==> src/rtl/wbuffer_queue.sv <==
// Speculative store write buffer.
// One circular buffer holds committed entries [head,cmt) and speculative
// entries [cmt,tail). Committed entries drain in order to memory, a flush
// drops the speculative part, and loads can forward bytes from any live entry.
module wbuffer_queue #(
    parameter int  DEPTH   = 8,
    parameter int  ADDR_W  = 32,
    parameter type msize_t = logic [1:0],
    localparam int CNT_W   = $clog2(DEPTH) + 1
) (
    input  logic              clk,
    input  logic              reset,
    input  logic              wreq_valid,
    input  logic [ADDR_W-1:0] wreq_addr,
    input  msize_t            wreq_msize,
    input  logic [7:0]        wreq_strobe,
    input  logic [63:0]       wreq_data,
    output logic              wreq_ready,
    input  logic              creq_valid,
    input  logic              flush,
    input  logic [ADDR_W-1:0] rreq_addr,
    output logic [7:0]        rresp_valid,
    output logic [63:0]       rresp_data,
    output logic              mem_valid,
    output logic [ADDR_W-1:0] mem_addr,
    output msize_t            mem_msize,
    output logic [7:0]        mem_strobe,
    output logic [63:0]       mem_data,
    input  logic              mem_ready,
    output logic [CNT_W-1:0]  count,
    output logic              full,
    output logic              empty
);

    localparam int IDX_W = CNT_W - 1;

    // Pointers carry an extra wrap bit above the index bits.
    logic [CNT_W-1:0] head_reg, cmt_reg, tail_reg;
    logic [CNT_W-1:0] head_next, cmt_next, tail_next;
    logic [IDX_W-1:0] head_idx, tail_idx;

    // Entry storage is read by every entry in parallel for forwarding,
    // so it is kept as a register array rather than a RAM.
    logic [ADDR_W-1:0] addr_mem   [DEPTH];
    msize_t            msize_mem  [DEPTH];
    logic [7:0]        strobe_mem [DEPTH];
    logic [63:0]       data_mem   [DEPTH];

    logic       do_push, do_commit, do_pop;
    logic [7:0] hit_byte [DEPTH];
    logic [IDX_W-1:0] fwd_idx;

    // Only the aligned word address participates in forwarding.
    logic unused_addr_bits;
    assign unused_addr_bits = ^rreq_addr[2:0];

    assign head_idx = head_reg[IDX_W-1:0];
    assign tail_idx = tail_reg[IDX_W-1:0];

    assign count      = tail_reg - head_reg;
    assign empty      = (head_reg == tail_reg);
    assign full       = (head_idx == tail_idx) && (head_reg[CNT_W-1] != tail_reg[CNT_W-1]);
    assign wreq_ready = !full && !flush;
    assign mem_valid  = (head_reg != cmt_reg);

    assign do_push   = wreq_valid && wreq_ready;
    assign do_commit = creq_valid && (cmt_reg != tail_reg);
    assign do_pop    = mem_valid && mem_ready;

    assign mem_addr   = addr_mem[head_idx];
    assign mem_msize  = msize_mem[head_idx];
    assign mem_strobe = strobe_mem[head_idx];
    assign mem_data   = data_mem[head_idx];

    // Pointer updates; a flush rewinds tail to the commit point after any
    // same-cycle commit so that the just-committed entry survives.
    always_comb begin
        head_next = do_pop ? head_reg + CNT_W'(1) : head_reg;
        cmt_next  = do_commit ? cmt_reg + CNT_W'(1) : cmt_reg;
        tail_next = tail_reg;
        if (flush) begin
            tail_next = cmt_next;
        end else if (do_push) begin
            tail_next = tail_reg + CNT_W'(1);
        end
    end

    // Pointer registers, cleared asynchronously.
    always_ff @(posedge clk or negedge reset) begin
        if (!reset) begin
            head_reg <= '0;
            cmt_reg  <= '0;
            tail_reg <= '0;
        end else begin
            head_reg <= head_next;
            cmt_reg  <= cmt_next;
            tail_reg <= tail_next;
        end
    end

    // Entry write at tail; contents need no reset since pointers qualify them.
    always_ff @(posedge clk) begin
        if (do_push) begin
            addr_mem[tail_idx]   <= wreq_addr;
            msize_mem[tail_idx]  <= wreq_msize;
            strobe_mem[tail_idx] <= wreq_strobe;
            data_mem[tail_idx]   <= wreq_data;
        end
    end

    // Per-entry byte hits: entry must be live (age below count) and match
    // the load's aligned word address.
    genvar gi;
    generate
        for (gi = 0; gi < DEPTH; gi++) begin : g_entry
            logic [IDX_W-1:0] age;
            logic             live;
            assign age  = IDX_W'(gi) - head_idx;
            assign live = ({1'b0, age} < count);
            assign hit_byte[gi] = (live && (addr_mem[gi][ADDR_W-1:3] == rreq_addr[ADDR_W-1:3]))
                                  ? strobe_mem[gi] : 8'h00;
        end
    endgenerate

    // Forward merge: walk oldest to youngest so the youngest hit wins per byte.
    always_comb begin
        rresp_valid = '0;
        rresp_data  = '0;
        fwd_idx     = '0;
        for (int i = 0; i < DEPTH; i++) begin
            fwd_idx = head_idx + IDX_W'(i);
            for (int b = 0; b < 8; b++) begin
                if (hit_byte[fwd_idx][b]) begin
                    rresp_valid[b]       = 1'b1;
                    rresp_data[8*b +: 8] = data_mem[fwd_idx][8*b +: 8];
                end
            end
        end
    end

endmodule
==> config.mk <==
export PLATFORM = sky130hd
export DESIGN_NAME = wbuffer_queue
export DESIGN_NICKNAME = d
export VERILOG_FILES = /design/src/rtl/wbuffer_queue.sv
export SDC_FILE = /design/constraint.sdc
export NUM_CORES = 2
export LEC_CHECK = 0
export ABC_AREA = 1
export BUFFER_PORTS_ARGS = -buffer_cell sky130_fd_sc_hd__buf_4
export CAP_MARGIN = 5
export CORE_MARGIN = 1.5
export CORE_UTILIZATION = 55
export CTS_BUF_LIST = sky130_fd_sc_hd__clkbuf_16
export CTS_CLUSTER_DIAMETER = 60
export DETAILED_ROUTE_END_ITERATION = 16
export GPL_TIMING_DRIVEN = 1
export PLACE_DENSITY = 0.76
export SETUP_SLACK_MARGIN = 0.05
export SLEW_MARGIN = 0
export SYNTH_ARGS = -nofsm -noshare
export SYNTH_HDL_FRONTEND = slang
export SYNTH_SLANG_ARGS = --single-unit
export TNS_END_PERCENT = 100
==> constraint.sdc <==
create_clock -name clk -period 31.3 [get_ports clk]
set_clock_uncertainty 0.1 [all_clocks]
set_input_delay 6.26 -clock clk [delete_from_list [all_inputs] [get_ports clk]]
set_output_delay 6.26 -clock clk [all_outputs]
set_load 0.005 [all_outputs]
==> flow_metrics.py <==
metrics = {
    "critical_path": {
        "arrival_ns": 10.18,
        "critical_path.startpoint_type": "primary input",
        "crit_chain": "buf_4 > xor2_1 > nor2_1 > nand3_1 > nor2_2 > nand3_1 > nand3_1 > o21ai_1 > nand2_1 > nand2_1 > o21ai_0 > inv_1 > a21oi_1 > buf_4",
        "critical_path.slowest_cell": "nor2_2",
        "critPathMostFrequentCell": "nand3_1",
        "rr_startpoint": "head_reg[2]",
        "path_max_fanout": 17,
        "r2r_slack_ns": 25.32,
        "crit_path_start": "rreq_addr[13]",
        "critPathKind": "primary input to output pin",
        "critPathMaxStageDelay_ns": 0.93,
        "cp.required_ns": 24.94,
        "critPathCaptureType": "output pin",
    },
    "grt": {
        "overflow": 0,
        "antenna_found_initial": 14,
        "grt_pass1_vias": 52645,
        "grt_pass1_wl_um": 286000,
        "grt_max_degree": 238,
        "grt_usage": 0.328,
    },
    "final_layout": {
        "largest_reg_flops": 512,
        "reg_top3": "data_mem (512), addr_mem (256), strobe_mem (64)",
        "area_growth_pct": 10.1,
        "fin_nets": 8853,
        "drive_gt1_frac": 0.0810,
        "regMostFlops": "data_mem",
    },
    "routing": {
        "drc": 0,
        "vias_per_cell": 5.71,
        "dr.pass1.iters": 9,
        "vias": 58285,
        "wl_per_cell_um": 18.4,
        "first_iter_violations": 6545,
        "drtAntennaViolNets": 0,
        "wl_um": 188000,
    },
    "synthesis": {
        "netlist_area_um2": 60300,
        "syn_inst": 8720,
        "ys_seq_area_frac": 0.428,
        "syn_nets": 8880,
        "yosysWarningCount": 0,
        "ys_types": 45,
        "synth_seq_cells": 860,
        "postSynthAreaPerCell_um2": 6.91,
    },
    "clock_tree": {
        "cts_resized": 0,
        "holdBufCountCts": 0,
        "cts_tree": "done",
        "root_buffer": "clkbuf_16",
        "cts.reportedPaths.clkPinSlew_ns": 0.06,
        "htreeDepth": 3,
        "insertion_delay_ns": 0.68,
        "post_cts_buffers": 0,
        "numCtsBuffers": 98,
        "clockBufferDepth": 3,
        "cts_sinks": 860,
    },
    "timing": {
        "setup-tns-final_ns": 0,
        "setup_viol": 0,
        "final.period_utilization": 0.528,
        "rsz0062_at_grt": "no",
        "hold_viol": 0,
        "fmax_ghz": 0.0605,
        "period_needed_ns": 16.54,
        "drv_slew": 0,
        "maxSlewHeadroom": 0.183,
        "tightest_slew_ns": 1.23,
    },
    "min_path": {
        "hold_path.class": "flip-flop to flip-flop",
        "hp-start": "cmt_reg[3]",
    },
    "die": {
        "core-area_um2": 109000,
        "rows": 121,
        "die_h_um": 334,
        "die-area_um2": 112000,
        "start_util": 0.554,
        "ios": 330,
        "die_w_um": 334,
    },
    "placement": {
        "dp_hpwl_um": 116000,
        "globalplace.congestion": 0.882,
        "io_buffers": 326,
    },
    "job": {
        "maxCapViolations": 0,
    },
    "outcome": {
        "status": "completed",
    },
}
[routing by layer]
layer,track usage,vias up,part of all wire
li1,-,28188,-
met1,0.429,26692,0.40
met2,0.528,2911,0.46
met3,0.0456,492,0.095
met4,0.177,2,0.051
met5,0,-,0.000048
[cells by family after synthesis]
group | Yosys count | share of synthesized area
and+or+nand+nor | 4601 | 0.306
buffers and inverters | 1467 | 0.0971
muxes | 22 | 0.00365
AOI/OAI and AO/OA | 1601 | 0.140
xor gates and xnor gates | 153 | 0.0222
DFF | 860 | 0.428
adders and majority gates | 16 | 0.00345
[cell usage after synthesis, drive strengths merged]
cell    instances  share of area
o21bai          1        0.00012
nor2          400          0.027
mux2i          22         0.0037
edfxtp        848           0.42
nor3            5        0.00042
xor2           66         0.0096
nand4          10         0.0010
inv           942          0.059
a21oi         123          0.010
nand3         583          0.049
fa              1        0.00033
o21ai        1320           0.11
a211oi         53         0.0066
buf           241          0.021
dfrtp          12         0.0050
o22ai          22         0.0023
a221oi         12         0.0017
nand3b         34         0.0042
or2             1        0.00015
o41ai           1        0.00015
o311ai         15         0.0022
ha             15         0.0031
o211ai          3        0.00037
clkbuf        281          0.018
xnor2          87          0.013
clkinv          3        0.00019
o31ai          17         0.0021
a31oi          34         0.0035
nand2        3568           0.22
[placed cells by master (no fill, tap or decap), types with 17 or more instances in the layout]
cell	netlist	final
clkbuf_16	0	99
bufinv_16	0	18
nor2_1	379	372
edfxtp_1	848	848
a31oi_1	34	34
mux2i_1	22	22
nand3_1	574	574
buf_4	34	394
a21oi_1	120	120
clkinv_2	0	20
nand3b_1	34	34
a211oi_1	53	53
nand2_1	3530	3530
o31ai_1	17	17
inv_1	888	898
nand2_2	37	37
o21ai_1	118	118
o21ai_0	1187	1187
xor2_1	66	65
inv_2	54	54
xnor2_1	87	86
o22ai_1	22	22
[per-stage QoR]
step | utilization | worst slack (ns) | cell area (um^2) | hold WS (ns) | std cells
6_report | 0.610 | 14.76 | 66300 | 0.453 | 10203
5_1_grt | 0.610 | 14.66 | 66300 | 0.462 | 10198
4_1_cts | 0.610 | 14.97 | 66300 | 0.459 | 10188
3_5_place_dp | 0.578 | 15.04 | 62800 | 0.447 | 10007
3_3_place_gp | 0.578 | 15.06 | 62800 | 0.432 | 10007
2_1_floorplan | - | 16.61 | 60300 | 0.410 | 8720
[critical path, delay by kind of cell]
family / cells / cell delay [ns]
AND/OR/NAND/NOR: 7 / 2.28
XOR/XNOR: 1 / 0.19
buffers and inverters: 3 / 0.45
AO/OA/AOI/OAI: 3 / 0.97
[layout make-up]
type,count,area [um^2]
well taps,1414,1770
diodes,15,37.5
clock buffers,99,2480
repair buffers,395,2980
fillers,9617,42400
clock inverters,82,958
multi-input cells,6393,28700
flip-flops and latches,860,25800
inverters,945,3570
[worst paths after layout]
path                                        to  cells after the start
worst max-delay path            rresp_data[39]                     14
worst min-delay path                cmt_reg[3]                      1
worst max register to register  addr_mem[3][3]                     11
worst min register to register      cmt_reg[3]                      1
max in group asynchronous          head_reg[0]                      1
min in group asynchronous          head_reg[2]                      1
Power is left out: the tool's default activity adds up to more than one toggle a clock period on the data nets, which glitch-free logic cannot reach.
